===== config.mk =====
export PLATFORM = sky130hd
export DESIGN_NAME = serialin_target
export DESIGN_NICKNAME = d
export VERILOG_FILES = /design/src/rtl/serialin_target.sv
export SDC_FILE = /design/constraint.sdc
export NUM_CORES = 1
export LEC_CHECK = 0
export CAP_MARGIN = 20
export CORE_MARGIN = 5
export CORE_UTILIZATION = 48
export DETAILED_ROUTE_END_ITERATION = 8
export GPL_TIMING_DRIVEN = 0
export PLACE_DENSITY_LB_ADDON = 0.3
export SLEW_MARGIN = 30
export SYNTH_ARGS = -nofsm -noshare
export SYNTH_HDL_FRONTEND = slang
export SYNTH_SLANG_ARGS = --single-unit

===== constraint.sdc =====
create_clock -name clk -period 1.63 [get_ports clk]
set_input_delay 0.2445 -clock clk [delete_from_list [all_inputs] [get_ports clk]]
set_output_delay 0.2445 -clock clk [all_outputs]
set_load 0.05 [all_outputs]

===== src/rtl/serialin_target.sv =====
// Far end of the 3-wire panel link: receives the LSB-first display frame into a
// parallel latch and shifts the button word back on the return line.
module serialin_target #(
    parameter int WIDTH       = 8,
    parameter int SYNC_STAGES = 2
) (
    input  logic             clk,
    input  logic             rst_n,
    input  logic             sclk,
    input  logic             sdata,
    input  logic             sdata_pl,
    output logic             sdatain,
    input  logic [WIDTH-1:0] btin,
    output logic [WIDTH-1:0] data_out,
    output logic             data_valid,
    output logic             frame_err
);

    localparam int CW = $clog2(WIDTH + 1);

    typedef enum logic {
        IDLE  = 1'b0,
        SHIFT = 1'b1
    } state_t;

    state_t state_q, state_d;

    logic [SYNC_STAGES-1:0] sclk_sync_q;
    logic [SYNC_STAGES-1:0] sdata_sync_q;
    logic [SYNC_STAGES-1:0] pl_sync_q;
    logic                   sclk_dly_q;
    logic                   pl_dly_q;
    logic [SYNC_STAGES:0]   fill_q;
    logic                   armed_q, armed_d;

    logic             sclk_s, sdata_s, pl_s;
    logic             sclk_rise, pl_rise, pl_fall, arm_ok;

    logic [WIDTH-1:0] rx_q, rx_d;
    logic [WIDTH-1:0] tx_q, tx_d;
    logic [CW-1:0]    cnt_q, cnt_d;
    logic             ovr_q, ovr_d;
    logic             sdatain_q, sdatain_d;
    logic [WIDTH-1:0] data_out_q, data_out_d;
    logic             valid_q, valid_d;
    logic             err_q, err_d;

    logic load_tx, start, shift_en, ovr_set, frame_end;

    // Input synchronizers; fill_q marks when the delay line holds real pin samples.
    always_ff @(posedge clk or negedge rst_n) begin
        if (!rst_n) begin
            sclk_sync_q  <= '0;
            sdata_sync_q <= '0;
            pl_sync_q    <= '0;
            sclk_dly_q   <= 1'b0;
            pl_dly_q     <= 1'b0;
            fill_q       <= '0;
            armed_q      <= 1'b0;
        end else begin
            sclk_sync_q  <= {sclk_sync_q[SYNC_STAGES-2:0], sclk};
            sdata_sync_q <= {sdata_sync_q[SYNC_STAGES-2:0], sdata};
            pl_sync_q    <= {pl_sync_q[SYNC_STAGES-2:0], sdata_pl};
            sclk_dly_q   <= sclk_s;
            pl_dly_q     <= pl_s;
            fill_q       <= {fill_q[SYNC_STAGES-1:0], 1'b1};
            armed_q      <= armed_d;
        end
    end

    assign sclk_s  = sclk_sync_q[SYNC_STAGES-1];
    assign sdata_s = sdata_sync_q[SYNC_STAGES-1];
    assign pl_s    = pl_sync_q[SYNC_STAGES-1];

    // A frame may only start once frame-enable has been seen low after reset,
    // so a frame that straddles reset release is never picked up halfway.
    assign arm_ok    = armed_q | (fill_q[SYNC_STAGES] & ~pl_dly_q);
    assign armed_d   = arm_ok;
    assign sclk_rise = sclk_s & ~sclk_dly_q;
    assign pl_rise   = pl_s & ~pl_dly_q & arm_ok;
    assign pl_fall   = ~pl_s & pl_dly_q;

    always_ff @(posedge clk or negedge rst_n) begin
        if (!rst_n) begin
            state_q <= IDLE;
        end else begin
            state_q <= state_d;
        end
    end

    always_comb begin
        state_d = state_q;
        case (state_q)
            IDLE:    if (pl_rise) state_d = SHIFT;
            SHIFT:   if (pl_fall) state_d = IDLE;
            default: state_d = IDLE;
        endcase
    end

    always_comb begin
        load_tx   = 1'b0;
        start     = 1'b0;
        shift_en  = 1'b0;
        ovr_set   = 1'b0;
        frame_end = 1'b0;
        case (state_q)
            IDLE: begin
                load_tx = 1'b1;
                start   = pl_rise;
            end
            SHIFT: begin
                shift_en  = sclk_rise & (cnt_q < CW'(WIDTH));
                ovr_set   = sclk_rise & (cnt_q == CW'(WIDTH));
                frame_end = pl_fall;
            end
            default: ;
        endcase
    end

    // Shift is resolved before frame end so a coincident last edge still counts.
    always_comb begin
        rx_d       = rx_q;
        tx_d       = tx_q;
        cnt_d      = cnt_q;
        ovr_d      = ovr_q;
        sdatain_d  = sdatain_q;
        data_out_d = data_out_q;
        valid_d    = 1'b0;
        err_d      = 1'b0;
        if (load_tx) begin
            tx_d      = btin;
            sdatain_d = btin[0];
        end
        if (start) begin
            cnt_d = '0;
            ovr_d = 1'b0;
        end
        if (shift_en) begin
            rx_d      = {sdata_s, rx_q[WIDTH-1:1]};
            tx_d      = tx_q >> 1;
            sdatain_d = tx_q[1];
            cnt_d     = cnt_q + 1'b1;
        end
        if (ovr_set) begin
            ovr_d = 1'b1;
        end
        if (frame_end) begin
            if ((cnt_d == CW'(WIDTH)) && !ovr_d) begin
                data_out_d = rx_d;
                valid_d    = 1'b1;
            end else begin
                err_d = 1'b1;
            end
            ovr_d = 1'b0;
        end
    end

    always_ff @(posedge clk or negedge rst_n) begin
        if (!rst_n) begin
            rx_q       <= '0;
            tx_q       <= '0;
            cnt_q      <= '0;
            ovr_q      <= 1'b0;
            sdatain_q  <= 1'b0;
            data_out_q <= '0;
            valid_q    <= 1'b0;
            err_q      <= 1'b0;
        end else begin
            rx_q       <= rx_d;
            tx_q       <= tx_d;
            cnt_q      <= cnt_d;
            ovr_q      <= ovr_d;
            sdatain_q  <= sdatain_d;
            data_out_q <= data_out_d;
            valid_q    <= valid_d;
            err_q      <= err_d;
        end
    end

    assign sdatain    = sdatain_q;
    assign data_out   = data_out_q;
    assign data_valid = valid_q;
    assign frame_err  = err_q;

endmodule


; ---- Word level (Yosys, flattened, before mapping)
; Cells that the tools add are included.
[totals]
regBits = 45
input_bits = 13
out_inout_bits = 11
word_cells = 57
[op_classes]
addsub = 1
n_lt_le_gt_ge = 1
n_eq_ne = 3
mux = 21
n_bitwise = 12
reduce_logical = 3
[ops]
columns = op, n
row1 = $mux 8, 3
row2 = $mux 1, 15
row3 = $eq 4x4->1 const B, 2
row4 = $mux 4, 2
row5 = $and 1x1->1, 7
row6 = $add 4x1->4 const B, 1
row7 = $lt 4x4->1 const B, 1
row8 = $not 1->1, 4
row9 = $ne 2x1->1 const B, 1
row10 = $pmux 1 s2, 1
row11 = $reduce_and 2->1, 1
row12 = $logic_and 1x1->1, 1
row13 = $logic_not 1->1, 1
row14 = $or 1x1->1, 1

; ---- Depth between registers and ports, before layout
; Gate-level depths: netlist of run 1.
[logic_depth]
depth_word = 11
mapped_depth = 7
mapped_depth_nobuf = 7

; ---- Worst setup path before layout of run 1
; Ideal clock, no wire load.
[synth_timing]
kind = flip-flop to flip-flop
startpoint = register cnt_q[0]
endpoint = register data_out_q[0] (netlist: data_out[0])
setup_ps = 125
arrival_ps = 1655
t_required_ps = 1505
setup_slack_ps = -150
path_stages_with_launch = 8
n_path_buf = 0
period_less_slack_ps = 1780
cell_sequence = dfrtp_1 inv_1 ha_1 nand2b_1 a32o_1 a21oi_2 nand3_4 mux2_2
[synth_between]
elab_chain_cells = 7
elab_cells_between_ends = 15
cone_classes = add/sub: 1 / order compare: 1 / eq/ne: 2 / mux: 6 / bitwise: 2 / reduce/logical: 3
[synth_rtl]
columns = item, line_no
row1 = start: declaration, 41  ; logic [CW-1:0] cnt_q, cnt_d;
row2 = start signal: assignment, 171  ; cnt_q <= cnt_d;
row3 = $lt 4x4->1 / $eq 4x4->1 (equally long branches), "112, 113"
row4 = $and 1x1->1 (on tied branches), "112, 113"
row5 = $mux 1, 106  ; case (state_q)
row6 = $mux 4 / $mux 1 (equally long branches), "138, 144"
row7 = $eq 4x4->1 / $logic_not 1->1 (equally long branches), 148  ; if ((cnt_d == CW'(WIDTH)) && !ovr_d) begin
row8 = $logic_and 1x1->1, 148
row9 = $reduce_and 2->1 (no line), --
row10 = end signal: assignment, 174  ; data_out_q <= data_out_d;
row11 = end: declaration, 44  ; logic [WIDTH-1:0] data_out_q, data_out_d;
; Several ways; a longest one is shown, not always the timed one.
; A chain may end at the register's enable or synchronous reset.

; ---- Worst setup path after layout of run 1
[layout_timing]
startpoint = register cnt_q[1]
endpoint = register data_out_q[0] (netlist: data_out[0])
; Same word-level chain as after synthesis.

==> key figures, run 1 <==
Layout
  • Fraction of layout cells with a size suffix above 1: 19.0%
  • Ant diodes: 0
  • Finished Layout Cells: 225
  • Layout Nets: 193
  • Area Growth Syn to Fin: 28.1%
  • Post-layout util: 64.5%

GRT
  • GRT overflow: 0
  • Vias in the first global route: 1129
  • Initial antenna violation count: 0
  • Largest net degree at the start of global routing: 25
  • First-pass GRT wire length: 5370 um
  • Total GRT Usage: 14.0%

Routing
  • Post-route ant nets: 0
  • DR vias/cell: 5.12
  • Vias: 1152
  • WL final: 3210 um
  • Mean routed wirelength per cell: 14.3 um
  • First drt pass iteration count: 4
  • Detailed Route Iter0 Violations: 79
  • Residual DRC: 0

Clocking
  • TritonCTS buffer count: 5
  • Clock sinks: 44
  • Clk root buf: clkbuf_4
  • CTS max path bufs: 2
  • Clock Pin Slew Worst Setup and Hold Paths: 130 ps
  • H-Tree Depth: 2
  • Later-pin clock latency in the skew report: 350 ps
  • CTS tree: done

Worst setup path
  • Setup CP Type: register to register
  • Setup crit end kind: register
  • Worst r2r src: cnt_q[1]$_DFF_PN0_
  • Worst Path Required: 1870 ps
  • Flop-to-flop setup slack: -280 ps
  • Startpoint type of the worst setup path: register
  • Worst reg2reg path depth: 7
  • CP Data Arrival Time: 2150 ps
  • Crit path max fanout: 5
  • Reg2reg end: data_out[0]$_DFFE_PN0P_

Floorplan
  • Rows: 21
  • Die Ht: 69.6 um
  • Die X-Extent: 69.6 um
  • Die area: 4850 um2
  • Starting Density: 50.4%
  • Placeable Area: 3390 um2
  • # IOs: 24

Synth
  • Post-Syn Nets: 155
  • Synth area leader: dfrtp_1
  • Synth unique cells: 29
  • Top-count cell post-synth: dfrtp_1
  • Most area-consuming cells after synthesis: dfrtp_1 65%, nand2_1 6.6%, mux2_2 5.3%
  • Commonest cells post-synth: 44 x dfrtp_1, 30 x nand2_1, 8 x mux2_2, 8 x nor2b_1, 7 x a221o_1
  • Top-area cell type share of the netlist area: 64.5%
  • Fraction of registers with async set/reset: 100%
  • Number of enable flip-flop cells after synthesis: 0
  • Cells after Synth: 140
  • Synth Flop Type: dfrtp_1
  • Synthesized cell area: 1710 um2
  • Sequential share of the synthesized area: 64.5%
  • Avg Inst Size Synth: 12.2 um2
  • Yosys reg bits: 44
  • Synth warnings: 0

Timing
  • Final Hold Viols: 0
  • Hold slack: 323 ps
  • Relative slew slack: 65.1%
  • Min Tclk post-route: 1910 ps
  • Skew final: 12.0 ps
  • Final setup violation count: 9
  • Final period util: 117%
  • Slew at the pin with the worst max-slew slack: 523 ps
  • Fmax achieved: 0.524 GHz
  • Pins Over Slew Limit: 0
  • RSZ-0062 raised after global routing: yes
  • Final setup margin: -280 ps

Power and ir drop
  • Cell-internal power: 0.00180 W
  • Sequential Power Share: 52.7%
  • Tot Pwr: 0.00250 W
  • Maximum VDD drop: 0.760 mV
  • Switch Pwr: 0.000701 W
  • Pwr dens: 1150 nW/um2
  • Gate power share: 21.0%
  • Static Leak: 1.09 nW
  • Clock share of power: 26.3%
  • Switching share of power: 28.0%

Placement
  • Gpl congestion: 0.800
  • Dpl cells: 210
  • DPL Wire Length: 2090 um
  • IO Port Bufs: 23
  • Pre-CTS setup slack: -265 ps

Min path
  • Hold endpoint: pl_sync_q[0]$_DFF_PN0_
  • Hold Path Origin: sdata_pl
  • Hold/Removal Path Class: input port to register
  • Worst hold stages: 1

Status
  • Failing checks: setup timing
  • Status: finished, violations left

Job
  • Max-cap check violation count: 0
registers in the layout (all words and copies together) (netlist names):
| signal | count |
|---|---|
| data_out | 8 |
| rx_q | 8 |
| tx_q | 8 |
| cnt_q | 4 |
| fill_q | 3 |
| pl_sync_q | 2 |
| sclk_sync_q | 2 |
| sdata_sync_q | 2 |
| armed_q | 1 |
| data_valid | 1 |
| frame_err | 1 |
| ovr_q | 1 |
| pl_dly_q | 1 |
| sclk_dly_q | 1 |
| state_q | 1 |
how the worst max path moves through the flow:
stage,startpoint,to,slack [ps],cells past startpoint
after detailed placement,cnt_q[0]$_DFF_PN0_,data_out[0]$_DFFE_PN0P_,-270,7
final,cnt_q[1]$_DFF_PN0_,data_out[0]$_DFFE_PN0P_,-280,7
after global routing,cnt_q[1]$_DFF_PN0_,data_out[0]$_DFFE_PN0P_,-310,7
after global placement,rst_n,rx_q[5]$_DFF_PN0_,-770,1
after floorplan,cnt_q[0]$_DFF_PN0_,data_out[0]$_DFFE_PN0P_,-130,7
after CTS,cnt_q[1]$_DFF_PN0_,data_out[0]$_DFFE_PN0P_,-250,7
through the flow:
step                      TNS (ps)  instance area (um2)
after floorplan               -886                 1720
after global placement      -35820                 2010
after detailed placement     -2000                 2030
after CTS                    -1720                 2170
after global routing         -2340                 2190
final                        -2010                 2190
power by group through the flow:
stage	Combinational (W)	Sequential [W]	Clock, W
after floorplan	0.000260	0.00135	0
after global placement	0.000397	0.00134	0
after detailed placement	0.000414	0.00135	0
after CTS	0.000514	0.00132	0.000665
after global routing	0.000576	0.00134	0.000710
final	0.000526	0.00132	0.000658
critical path, stage by stage (launching register included):
cell and delay [ps]:
dfrtp_1 420, inv_2 90, ha_4 210, nand2b_4 130
a32o_2 230, a21oi_4 220, nand3_4 160, mux2_4 340
layout by cell type (no fill, tap or decap), types with 3 or more instances in the layout:
master | Yosys | layout
clkbuf_1 | 4 | 5
buf_4 | 0 | 4
nor2b_1 | 8 | 8
clkdlybuf4s50_1 | 0 | 11
o21ai_0 | 6 | 6
inv_2 | 0 | 3
inv_1 | 6 | 3
nor2_1 | 3 | 3
dfrtp_1 | 44 | 44
dlygate4sd2_1 | 0 | 11
mux2_2 | 8 | 7
nand2_1 | 30 | 30
clkbuf_4 | 0 | 5
a221o_1 | 7 | 7
per-layer routing:
layer	share of wire, %	GRT usage (%)	routed length [um]
met1	47	18.5	1510
met2	48	22.5	1540
met3	3.6	3.19	117
met4	1.2	5.11	40
met5	0	0	0
kinds of logic after synthesis:
kind of cell | share of synthesized area (%)
fa+ha+maj | 1.47
simple gates | 15.3
other cells | 0.220
flops | 64.5
mux | 5.28
buf+inv | 2.20
compound gates | 11.1
area by class of cell:
class | count | area (um2)
Clock buffer | 6 | 41.3
Clock inverter | 2 | 35.0
Multi-Input combinational cell | 87 | 623
Fill cell | 267 | 1200
Inverter | 6 | 22.5
Sequential cell | 44 | 1100
Tap cell | 46 | 57.6
Timing Repair Buffer | 30 | 290
Buffer | 4 | 15.0
timing repair:
action,4_1_cts,5_1_grt
gates cloned,1,0
resized for setup,15,3
pin swaps,1,0
hold buffers,1,0
buffers inserted,4,1
endpoints found under the hold margin,20,0
endpoints found under the setup margin,19,10
No activity file was read; power rests on OpenSTA's default activity.
==> run 2: changes to the inputs <==
--- a/config.mk
+++ b/config.mk
@@ -6,12 +6,13 @@
 export NUM_CORES = 1
 export LEC_CHECK = 0
 export CAP_MARGIN = 20
-export CORE_MARGIN = 5
+export CORE_MARGIN = 4
 export CORE_UTILIZATION = 48
 export DETAILED_ROUTE_END_ITERATION = 8
+export GPL_ROUTABILITY_DRIVEN = 0
 export GPL_TIMING_DRIVEN = 0
 export PLACE_DENSITY_LB_ADDON = 0.3
-export SLEW_MARGIN = 30
+export SLEW_MARGIN = 20
 export SYNTH_ARGS = -nofsm -noshare
 export SYNTH_HDL_FRONTEND = slang
 export SYNTH_SLANG_ARGS = --single-unit
==> run 2 against run 1 <==
Effect of this change: the run still ends with setup timing left; total power shrank 5.7%; worst setup slack better by 27 ps; clock power decreased by 20%; cell count rose by 0.44%; wire length shrank 2.3%; core utilization decreased by 0.48 points; critical path depth is the same; final area decreased by 0.74%; non-clock buffer count increased by 1; maximum frequency rose by 1.4%; via count grew 1.9%; sequential share of layout area increased by 0.38 points; largest power group unchanged.
==> key figures, run 2 (synthesized netlist as in run 1, its figures left out) <==
Worst setup path
  • Worst Path Required: 1870 ps (about the same)
  • CP Buf/Inv Count: 1 (unchanged)
  • Flop-to-flop setup slack: -250 ps (+30 ps)
  • Setup CP Type: register to register
  • Startpoint type of the worst setup path: register
  • Cells along the critical path: inv_2 > ha_4 > nand2b_4 > a32o_2 > a21oi_4 > nand3_4 > mux2_4
  • Top Family by Delay on Critical Path: compound AO/OA/AOI/OAI gates
  • Crit path max fanout: 5 (unchanged)
  • Critical path's largest stage delay: 420 ps (about the same)
  • Setup crit end kind: register
  • Slowest CP cell: dfrtp_1
  • CP Data Arrival Time: 2120 ps (-30 ps)

GRT
  • Initial antenna violation count: 0 (unchanged)
  • GRT overflow: 0 (unchanged)
  • Vias in the first global route: 1218 (+7.9%)
  • Largest net degree at the start of global routing: 28 (+12%)
  • First-pass GRT wire length: 5440 um (+1.4%)
  • Total GRT Usage: 16.5% (+2.5 points)

Timing
  • Skew final: 10.7 ps (-1.29 ps)
  • Final period util: 115% (-1.7 points)
  • Final setup violation count: 9 (unchanged)
  • Final setup margin: -252 ps (+27.3 ps)
  • Final Hold Viols: 0 (unchanged)
  • Pins Over Slew Limit: 0 (unchanged)
  • RSZ-0062 raised after global routing: yes
  • Hold slack: 329 ps (+5.64 ps)
  • Min Tclk post-route: 1880 ps (-27.3 ps)
  • Fmax achieved: 0.531 GHz (+1.4%)

Layout
  • Filler Cells Inserted: 269 (+0.75%)
  • Ant diodes: 0 (unchanged)
  • Layout Nets: 194 (+0.52%)
  • Most frequent cells in the layout: 44 x dfrtp_1, 30 x nand2_1, 11 x clkdlybuf4s50_1, 11 x dlygate4sd2_1, 8 x nor2b_1
  • Reg area: 1100 um2 (unchanged)
  • Fraction of layout cells with a size suffix above 1: 19.4% (+0.45 points)
  • Area Growth Syn to Fin: 27.1%
  • Commonest non-fill, non-tap cell in the layout: dfrtp_1
  • Area of the multi-input gates: 623 um2 (unchanged)

Status
  • Status: finished, violations left
  • Failing checks: setup timing

Power and ir drop
  • Pwr dens: 1090 nW/um2 (-5.0%)
  • Maximum VDD drop: 0.616 mV (-19%)
  • Static Leak: 1.09 nW (-0.38%)

Floorplan
  • Starting Density: 50.4% (unchanged)
  • Rows: 21 (unchanged)
  • # IOs: 24 (unchanged)
  • Die X-Extent: 67.6 um (-2.9%)
  • Die area: 4570 um2 (-5.7%)
  • Placeable Area: 3390 um2 (unchanged)
  • Die Ht: 67.6 um (-2.9%)

Routing
  • Post-route ant nets: 0 (unchanged)
  • Detailed Route Iter0 Violations: 61 (-23%)
  • WL final: 3130 um (-2.3%)
  • Residual DRC: 0 (unchanged)
  • Vias: 1174 (+1.9%)
  • Mean routed wirelength per cell: 13.9 um (-2.7%)
  • DR vias/cell: 5.19 (+1.5%)
  • First drt pass iteration count: 4 (unchanged)

Clocking
  • Clock sinks: 44 (unchanged)
  • Clk root buf: clkbuf_4
  • H-Tree Depth: 2 (unchanged)
  • CTS tree: done
  • Clock Pin Slew Worst Setup and Hold Paths: 120 ps (about the same)
  • TritonCTS buffer count: 5 (unchanged)
  • Later-pin clock latency in the skew report: 350 ps (about the same)
  • CTS max path bufs: 2 (unchanged)

Min path
  • Hold/Removal Path Class: input port to register

Job
  • Max-cap check violation count: 0 (unchanged)

Placement
  • DPL Wire Length: 2070 um (-1.0%)
  • IO Port Bufs: 23 (unchanged)
  • Pre-CTS setup slack: -255 ps (+10.1 ps)
run 2: worst paths after layout:
kind,from,to,cells past startpoint
setup / recovery,cnt_q[0]$_DFF_PN0_,data_out[0]$_DFFE_PN0P_,7
setup reg to reg,cnt_q[0]$_DFF_PN0_,data_out[0]$_DFFE_PN0P_,7
hold reg to reg,pl_sync_q[0]$_DFF_PN0_,pl_sync_q[1]$_DFF_PN0_,0
hold / removal,sdata_pl,pl_sync_q[0]$_DFF_PN0_,1
max in group asynchronous,rst_n,rx_q[7]$_DFF_PN0_,3
min in group asynchronous,rst_n,cnt_q[1]$_DFF_PN0_,2
run 2: where the power goes:
part | internal, W | total, W | switching [W]
clock | 0.000213 | 0.000529 | 0.000315
sequential | 0.00124 | 0.00132 | 0.0000864
combinational | 0.000242 | 0.000512 | 0.000270
run 2: what timing repair did:
item,4_1_cts,5_1_grt
hold endpoints to repair,17,0
pin swaps,3,0
resized for setup,15,5
hold buffers,1,0
gates cloned,1,0
buffers inserted,4,2
setup endpoints to repair,19,14
run 2: per-layer routing:
layer | global-route usage, % | up-vias | share of wire, %
li1 | - | 559 | -
met4 | 8.61 | 0 | 1.7
met5 | 0 | - | 0
met3 | 3.49 | 5 | 4.0
met2 | 26.2 | 22 | 50
met1 | 21.2 | 588 | 44
run 2: cell type report:
class | count | share of cell area (%)
tap | 46 | 2.65
multi-input combinational | 87 | 28.7
sequential | 44 | 50.7
buffer | 4 | 0.750
inverter | 6 | 1.04
timing repair buffer | 31 | 13.4
clock buffer | 8 | 2.71
run 2: per-stage QoR:
step	setup TNS [ps]	power [W]	cells	util, %	area, um2
after floorplan	-886	0.00161	140	-	1720
after global placement	-36030	0.00173	209	59.3	2010
after detailed placement	-1940	0.00176	210	59.8	2030
after CTS	-1830	0.00238	224	63.3	2140
after global routing	-2410	0.00250	226	64.0	2170
final	-1830	0.00236	226	64.0	2170
